### src/rtl/act_vec_unit.sv
// Handshaked activation unit: one shared evaluator walks a captured vector
// one channel per cycle and presents the whole result with clamp flags.
module act_vec_unit #(
  parameter int DATA_W = 16,
  parameter int FRAC_W = 8,
  parameter int NCH    = 4
) (
  input  logic                  clk,
  input  logic                  rst_n,
  input  logic                  in_valid,
  output logic                  in_ready,
  input  logic [1:0]            in_mode,
  input  logic [NCH*DATA_W-1:0] in_data,
  output logic                  out_valid,
  input  logic                  out_ready,
  output logic [NCH*DATA_W-1:0] out_data,
  output logic [NCH-1:0]        out_sat,
  output logic                  busy
);

  localparam int IDX_W = (NCH > 1) ? $clog2(NCH) : 1;
  localparam int XW    = DATA_W + 1;

  localparam logic signed [XW-1:0] ONE  = XW'(1 << FRAC_W);
  localparam logic signed [XW-1:0] HALF = XW'(1 << (FRAC_W - 1));
  localparam logic signed [XW-1:0] NEG1 = -ONE;
  localparam logic signed [XW-1:0] ZERO = '0;
  localparam logic [IDX_W-1:0]     LAST = IDX_W'(NCH - 1);

  typedef enum logic [1:0] {
    IDLE = 2'd0,
    RUN  = 2'd1,
    DONE = 2'd2
  } state_t;

  state_t                  state_q, state_d;
  logic [IDX_W-1:0]        idx_q, idx_d;
  logic [NCH*DATA_W-1:0]   data_q, data_d;
  logic [1:0]              mode_q, mode_d;
  logic [NCH*DATA_W-1:0]   res_q, res_d;
  logic [NCH-1:0]          sat_q, sat_d;

  logic                    accept;
  logic signed [DATA_W-1:0] x_cur;
  logic signed [XW-1:0]    xe;
  logic signed [XW-1:0]    u;
  logic [DATA_W-1:0]       y_cur;
  logic                    sat_cur;

  // Channel mux written as a compare loop so no select can run off the end
  always_comb begin
    x_cur = '0;
    for (int k = 0; k < NCH; k++) begin
      if (idx_q == IDX_W'(k)) begin
        x_cur = data_q[k*DATA_W +: DATA_W];
      end
    end
  end

  // Shared evaluator; one guard bit keeps every intermediate exact
  always_comb begin
    xe      = {x_cur[DATA_W-1], x_cur};
    u       = HALF + (xe >>> 2);
    y_cur   = xe[DATA_W-1:0];
    sat_cur = 1'b0;
    case (mode_q)
      2'b00: begin
        if (u < ZERO) begin
          y_cur   = ZERO[DATA_W-1:0];
          sat_cur = 1'b1;
        end else if (u > ONE) begin
          y_cur   = ONE[DATA_W-1:0];
          sat_cur = 1'b1;
        end else begin
          y_cur   = u[DATA_W-1:0];
        end
      end
      2'b01: begin
        if (xe < NEG1) begin
          y_cur   = NEG1[DATA_W-1:0];
          sat_cur = 1'b1;
        end else if (xe > ONE) begin
          y_cur   = ONE[DATA_W-1:0];
          sat_cur = 1'b1;
        end
      end
      2'b10: begin
        if (xe < ZERO) begin
          y_cur = ZERO[DATA_W-1:0];
        end
      end
      default: begin
        y_cur = xe[DATA_W-1:0];
      end
    endcase
  end

  // Ready is forced low while reset is held
  assign in_ready = rst_n &
                    ((state_q == IDLE) |
                     ((state_q == DONE) & out_ready));
  assign accept   = in_valid & in_ready;

  always_comb begin
    state_d = state_q;
    idx_d   = idx_q;
    data_d  = data_q;
    mode_d  = mode_q;
    res_d   = res_q;
    sat_d   = sat_q;
    unique case (state_q)
      IDLE: begin
        state_d = IDLE;
      end
      RUN: begin
        for (int k = 0; k < NCH; k++) begin
          if (idx_q == IDX_W'(k)) begin
            res_d[k*DATA_W +: DATA_W] = y_cur;
            sat_d[k]                  = sat_cur;
          end
        end
        if (idx_q == LAST) begin
          idx_d   = '0;
          state_d = DONE;
        end else begin
          idx_d   = idx_q + 1'b1;
        end
      end
      DONE: begin
        if (out_ready) begin
          state_d = IDLE;
        end
      end
      default: begin
        state_d = IDLE;
      end
    endcase
    if (accept) begin
      data_d  = in_data;
      mode_d  = in_mode;
      sat_d   = '0;
      idx_d   = '0;
      state_d = RUN;
    end
  end

  always_ff @(posedge clk or negedge rst_n) begin
    if (!rst_n) begin
      state_q <= IDLE;
      idx_q   <= '0;
      data_q  <= '0;
      mode_q  <= '0;
      res_q   <= '0;
      sat_q   <= '0;
    end else begin
      state_q <= state_d;
      idx_q   <= idx_d;
      data_q  <= data_d;
      mode_q  <= mode_d;
      res_q   <= res_d;
      sat_q   <= sat_d;
    end
  end

  assign out_valid = (state_q == DONE);
  assign busy      = (state_q == RUN) | (state_q == DONE);
  assign out_data  = res_q;
  assign out_sat   = sat_q;

endmodule

### config.mk
export PLATFORM = sky130hd
export DESIGN_NAME = act_vec_unit
export DESIGN_NICKNAME = d
export VERILOG_FILES = /design/src/rtl/act_vec_unit.sv
export SDC_FILE = /design/constraint.sdc
export NUM_CORES = 1
export LEC_CHECK = 0
export BUFFER_PORTS_ARGS = -buffer_cell sky130_fd_sc_hd__buf_2
export CORE_UTILIZATION = 50
export DETAILED_ROUTE_END_ITERATION = 10
export HOLD_SLACK_MARGIN = 0.12
export PLACE_DENSITY = 0.72
export SYNTH_ARGS = -nofsm -noshare
export SYNTH_HDL_FRONTEND = slang
export SYNTH_SLANG_ARGS = --single-unit
export TNS_END_PERCENT = 20
### constraint.sdc
create_clock -name clk -period 4.2 [get_ports clk]
set_input_delay 0 -clock clk [delete_from_list [all_inputs] [get_ports clk]]
set_output_delay 0 -clock clk [all_outputs]
set_load 0.02 [all_outputs]
Word level (Yosys, flattened, before mapping). Index checks and enable logic that the tools add are counted.

Bits of input ports: 70. Word-level logic and storage cells: 78. Bits in registers: 138.

Muxes and demuxes: 28. Bitwise operators: 5. Add/sub/neg operators: 2. Equal/unequal tests: 9. Reductions and logical operators: 17. $lt $le $gt $ge: 5.

Operator list (count): two-way mux 16 bit (9); one-hot mux 16 bit (3 select lines) (1); AND reduction 2 bit (9); > comparator 16 x 10 -> 1 bit, second input constant (1); less-than comparator 16 x 1 -> 1 bit, second input constant (1); less-than comparator 16 x 9 -> 1 bit, second input constant (1); adder 9 x 14 -> 15 bit, first input constant (1); > comparator 15 x 10 -> 1 bit, second input constant (1); less-than comparator 15 x 1 -> 1 bit, second input constant (1); two-way mux 2 bit (6); nonzero test 2 bit (5); == test 2 bit, second input constant (4); two-way mux 1 bit (8); two-way mux 4 bit (2); == test 2 x 1 -> 1 bit, second input constant (3); zero test 2 bit (3); one-hot mux 2 bit (2 select lines) (1); bitwise AND 1 bit (3); != test 3 x 1 -> 1 bit, second input constant (1); != test 3 bit, second input constant (1); adder 2 x 1 -> 2 bit, second input constant (1); OR 1 bit (2); one-hot mux 1 bit (2 select lines) (1).

Logic depth before layout (Yosys ltp).
Depth in word-level cells: 13. Depth in mapped cells: 14. Depth with buffers taken out: 13.

Least setup slack after synthesis. No wires, ideal clock.

Path type: flip-flop to flip-flop. From: register idx_q[0]. To: register res_q[8], in the netlist out_data[8]. Arrival: 2.764 ns. Buffers on the path: 1. Setup slack: 1.311 ns. Stages on the path, launching flop included: 15. Required time: 4.075 ns. Path through: dfrtp_1 inv_1 ha_1 buf_2 nand2_1 o211ai_1 o211ai_1 inv_2 ha_1 o2111a_1 nand3_1 o211a_1 o41ai_1 a211oi_1 mux2_2.

Cells in the longest elaborated chain, start to end: 10. Elaborated cells on any way between the ends: 21. Classes of those cells: add/sub: 1; order compare: 5; eq/ne: 3; mux: 10; reduce/logical: 2.

Ends and longest elaborated chain: start: declaration (RTL line 37) `logic [IDX_W-1:0] idx_q, idx_d;`; start signal: assignment (RTL line 157) `idx_q <= idx_d;`; zero test 2 bit (RTL line 54, 117); two-way mux 16 bit (4 in a row) (RTL line 54) `if (idx_q == IDX_W'(k)) begin`; adder 9 x 14 -> 15 bit (RTL line 63) `u = HALF + (xe >>> 2);`; > comparator 15 x 10 -> 1 bit (RTL line 71) `end else if (u > ONE) begin`; two-way mux 16 bit (RTL line 71); two-way mux 16 bit (RTL line 68) `if (u < ZERO) begin`; one-hot mux 16 bit (3 select lines) (RTL line 66) `case (mode_q)`; end signal: assignment (RTL line 160) `res_q <= res_d;`; end: declaration (RTL line 40) `logic [NCH*DATA_W-1:0] res_q, res_d;`.

Several ways; a longest one is shown, not always the timed one. A chain may end at the register's enable or synchronous reset.

Final worst setup path. Ends and elaborated chain as after synthesis.

==> flow_metrics.py <==
metrics = {
    "flow_run": {
        "cap_violations": 0,
    },
    "timing": {
        "tightestPinTransition_ns": 1.069,
        "fin_tns_setup_ns": 0,
        "fin_crit_sh": 0.9093,
        "hold_ws_ns": 0.1389,
        "maxSlewHeadroom": 0.2859,
        "fin_crit_ns": 3.819,
        "rsz0062_at_grt": "false",
        "setup_viol": 0,
        "maxSlewViolCount": 0,
        "finClkSkew_ns": 0.007400,
        "fmax_ghz": 0.2618,
        "hold_violations": 0,
    },
    "synth": {
        "synthCells": 698,
        "ys_seq_area_frac": 0.5443,
        "yosysTopAreaCellShare": 0.5443,
        "netlist_area_um2": 6345,
        "ys_warn_count": 0,
        "syn_area_per_cell_um2": 9.090,
        "synthDistinctLibCells": 53,
        "synth-async-reset-ratio": 1.000,
        "synth_seq_cells": 138,
        "yosys-top-cells-count": "276 x nand2_1, 138 x dfrtp_1, 34 x clkbuf_1",
        "synth_edf_count": 0,
        "yosysMostFrequentCell": "nand2_1",
        "synth_fp_nets": 777,
        "yosysTopAreaCell": "dfrtp_1",
        "synth_flop_cell": "dfrtp_1",
        "yosys-top-cells-area": "dfrtp_1 54%, nand2_1 16%, mux2_2 3.0%, o21ai_1 2.6%, clkbuf_1 2.0%",
    },
    "worst_setup_path": {
        "critPathBufInv": 2,
        "crit_family": "compound AO/OA/AOI/OAI gates",
        "crit_arrival_ns": 4.18,
        "cp_max_fo": 18,
        "reg2reg_slack_ns": 0.38,
        "crit_start": "idx_q[0]",
        "critical_path.cell_chain": "inv_1 -> ha_1 -> nand2b_1 -> o211ai_2 -> inv_1 -> ha_1 -> o2111a_1 -> nand4b_1 -> mux2i_1 -> o41ai_1 -> a211oi_1 -> mux2_2",
        "critPathRequiredTime_ns": 4.56,
        "rr_endpoint": "out_data[8]",
        "critPathMaxStageDelay_ns": 0.56,
        "cp_slowest_cell": "a211oi_1",
        "cp-start-kind": "flop",
        "crit_type": "reg -> reg",
        "r2r_start": "idx_q[0]",
        "crit_path_end_kind": "flop",
        "ff2ff_path_depth": 12,
    },
    "detailed_routing": {
        "vias": 5687,
        "drtAntennaViolNets": 0,
        "first_pass_iters": 5,
        "viasPerCell": 5.290,
        "wl_per_cell_um": 16.57,
        "drcViolationCount": 0,
        "finalWirelength_um": 17810,
        "drt-initial-drc-count": 408,
    },
    "die": {
        "fp.dieW_um": 114.7,
        "die_h_um": 114.7,
        "die-area_um2": 13140,
        "core_area_um2": 12210,
        "ios": 141,
        "initial_utilization": 0.5196,
        "rows": 40,
    },
    "pwr": {
        "power.density_nw_per_um2": 853.4,
        "ir_drop_mv": 0.3803,
        "total_power_mw": 7.259,
        "p_leak_nw": 4.332,
    },
    "status": {
        "outcome": "completed",
    },
    "clock_network": {
        "clkTransAtPathRegs_ns": 0.06,
        "clk_latency_ns": 0.42,
        "clockBufferDepth": 2,
        "cts_tree": "yes",
        "clock-root-buffer": "clkbuf_16",
        "cts_buffers": 17,
        "numClockSinks": 138,
        "cts_max_level": 4,
    },
    "global_routing": {
        "antenna_found_initial": 0,
        "grt_max_degree": 72,
        "overflow": 0,
        "grt_usage": 0.2871,
        "grt_first_pass_wirelength_um": 28220,
        "grt_pass1_vias": 5592,
    },
    "place": {
        "place_congestion": 0.8783,
        "placed_area_um2": 7166,
        "hpwlAfterDp_um": 12100,
        "portBuffers": 140,
    },
    "layout": {
        "final_nets": 973,
        "area_delta_synth_final_pct": 34.06,
        "fin_util": 0.6965,
        "drive_above_1_share": 0.2293,
        "antenna_cells": 0,
        "final_area_um2": 8506,
        "multi_input_area_um2": 2704,
        "ff_latch_area_um2": 3453,
        "nFillCells": 986,
    },
    "hold_path": {
        "hp-class": "in -> async",
    },
}
==> kinds of logic (layout without fill, tap and decap cells) <==
family	count (synthesis)	in the layout	synth area share
buffers and inverters	50	259	0.03057
and+or+nand+nor	353	353	0.2380
AOI/OAI and AO/OA	128	128	0.1347
adders and majority gates	9	9	0.01775
xor gates and xnor gates	1	1	0.001381
muxes	19	19	0.03333
DFF	138	138	0.5443
==> layout make-up <==
class / count / share of cell area
flip-flops and latches: 138 / 0.4060
multi-input cells: 510 / 0.3179
repair buffers: 218 / 0.1720
clock buffers: 20 / 0.05252
well taps: 168 / 0.02471
clock inverters: 12 / 0.02295
inverters: 9 / 0.003972
==> power by group <==
group / total, mW / internal [mW] / switching [mW]
Combinational: 3.32 / 1.17 / 2.15
Clock: 1.61 / 1.07 / 0.547
Sequential: 2.33 / 1.93 / 0.394
Total: 7.26 / 4.17 / 3.09
==> layer usage <==
metal	share of wire	vias up	wire [um]	GRT usage
met1	0.42	2684	7417	0.3460
li1	-	2760	-	-
met3	0.049	40	872	0.05082
met5	0	-	0	0
met2	0.50	203	8904	0.4986
met4	0.035	0	617	0.1377
==> what timing repair did <==
item / CTS / global route
gates resized for setup: 0 / 1
endpoints found under the setup margin: 0 / 4
buffers inserted: 0 / 2
hold buffers: 68 / 0
hold endpoints to repair: 135 / 0
==> how the worst max path moves through the flow <==
stage	endpoint	depth (start not counted)
after floorplan	out_data[8]	14
after global placement	out_data[8]	12
after detailed placement	out_data[8]	12
after CTS	out_data[8]	12
after global routing	out_data[8]	12
final	out_data[8]	12
==> cells in the final DEF, fill, tap and decap left out, drive strengths merged, types with 11 or more instances in the layout <==
| cell | n |
|---|---|
| nand2 | 276 |
| buf | 150 |
| dfrtp | 138 |
| dlygate4sd3 | 68 |
| o21ai | 54 |
| clkbuf | 20 |
| mux2 | 17 |
| nor2 | 16 |
| a21oi | 14 |
| nand2b | 12 |
| nor3 | 11 |
==> through the flow <==
step           setup WS [ns]  instances
4_1_cts               0.3742       1073
6_report              0.3807       1075
5_1_grt              0.09602       1075
3_3_place_gp          0.5052        973
2_1_floorplan          1.311        698
3_5_place_dp          0.3959        973
==> flip-flops by register name, summed over array words and instances, names as in the netlist <==
| name | count |
|---|---|
| data_q | 64 |
| out_sat | 4 |
| mode_q | 2 |
| idx_q | 2 |
| out_data | 64 |
| state_q | 2 |
(Power assumes the default switching activity.)
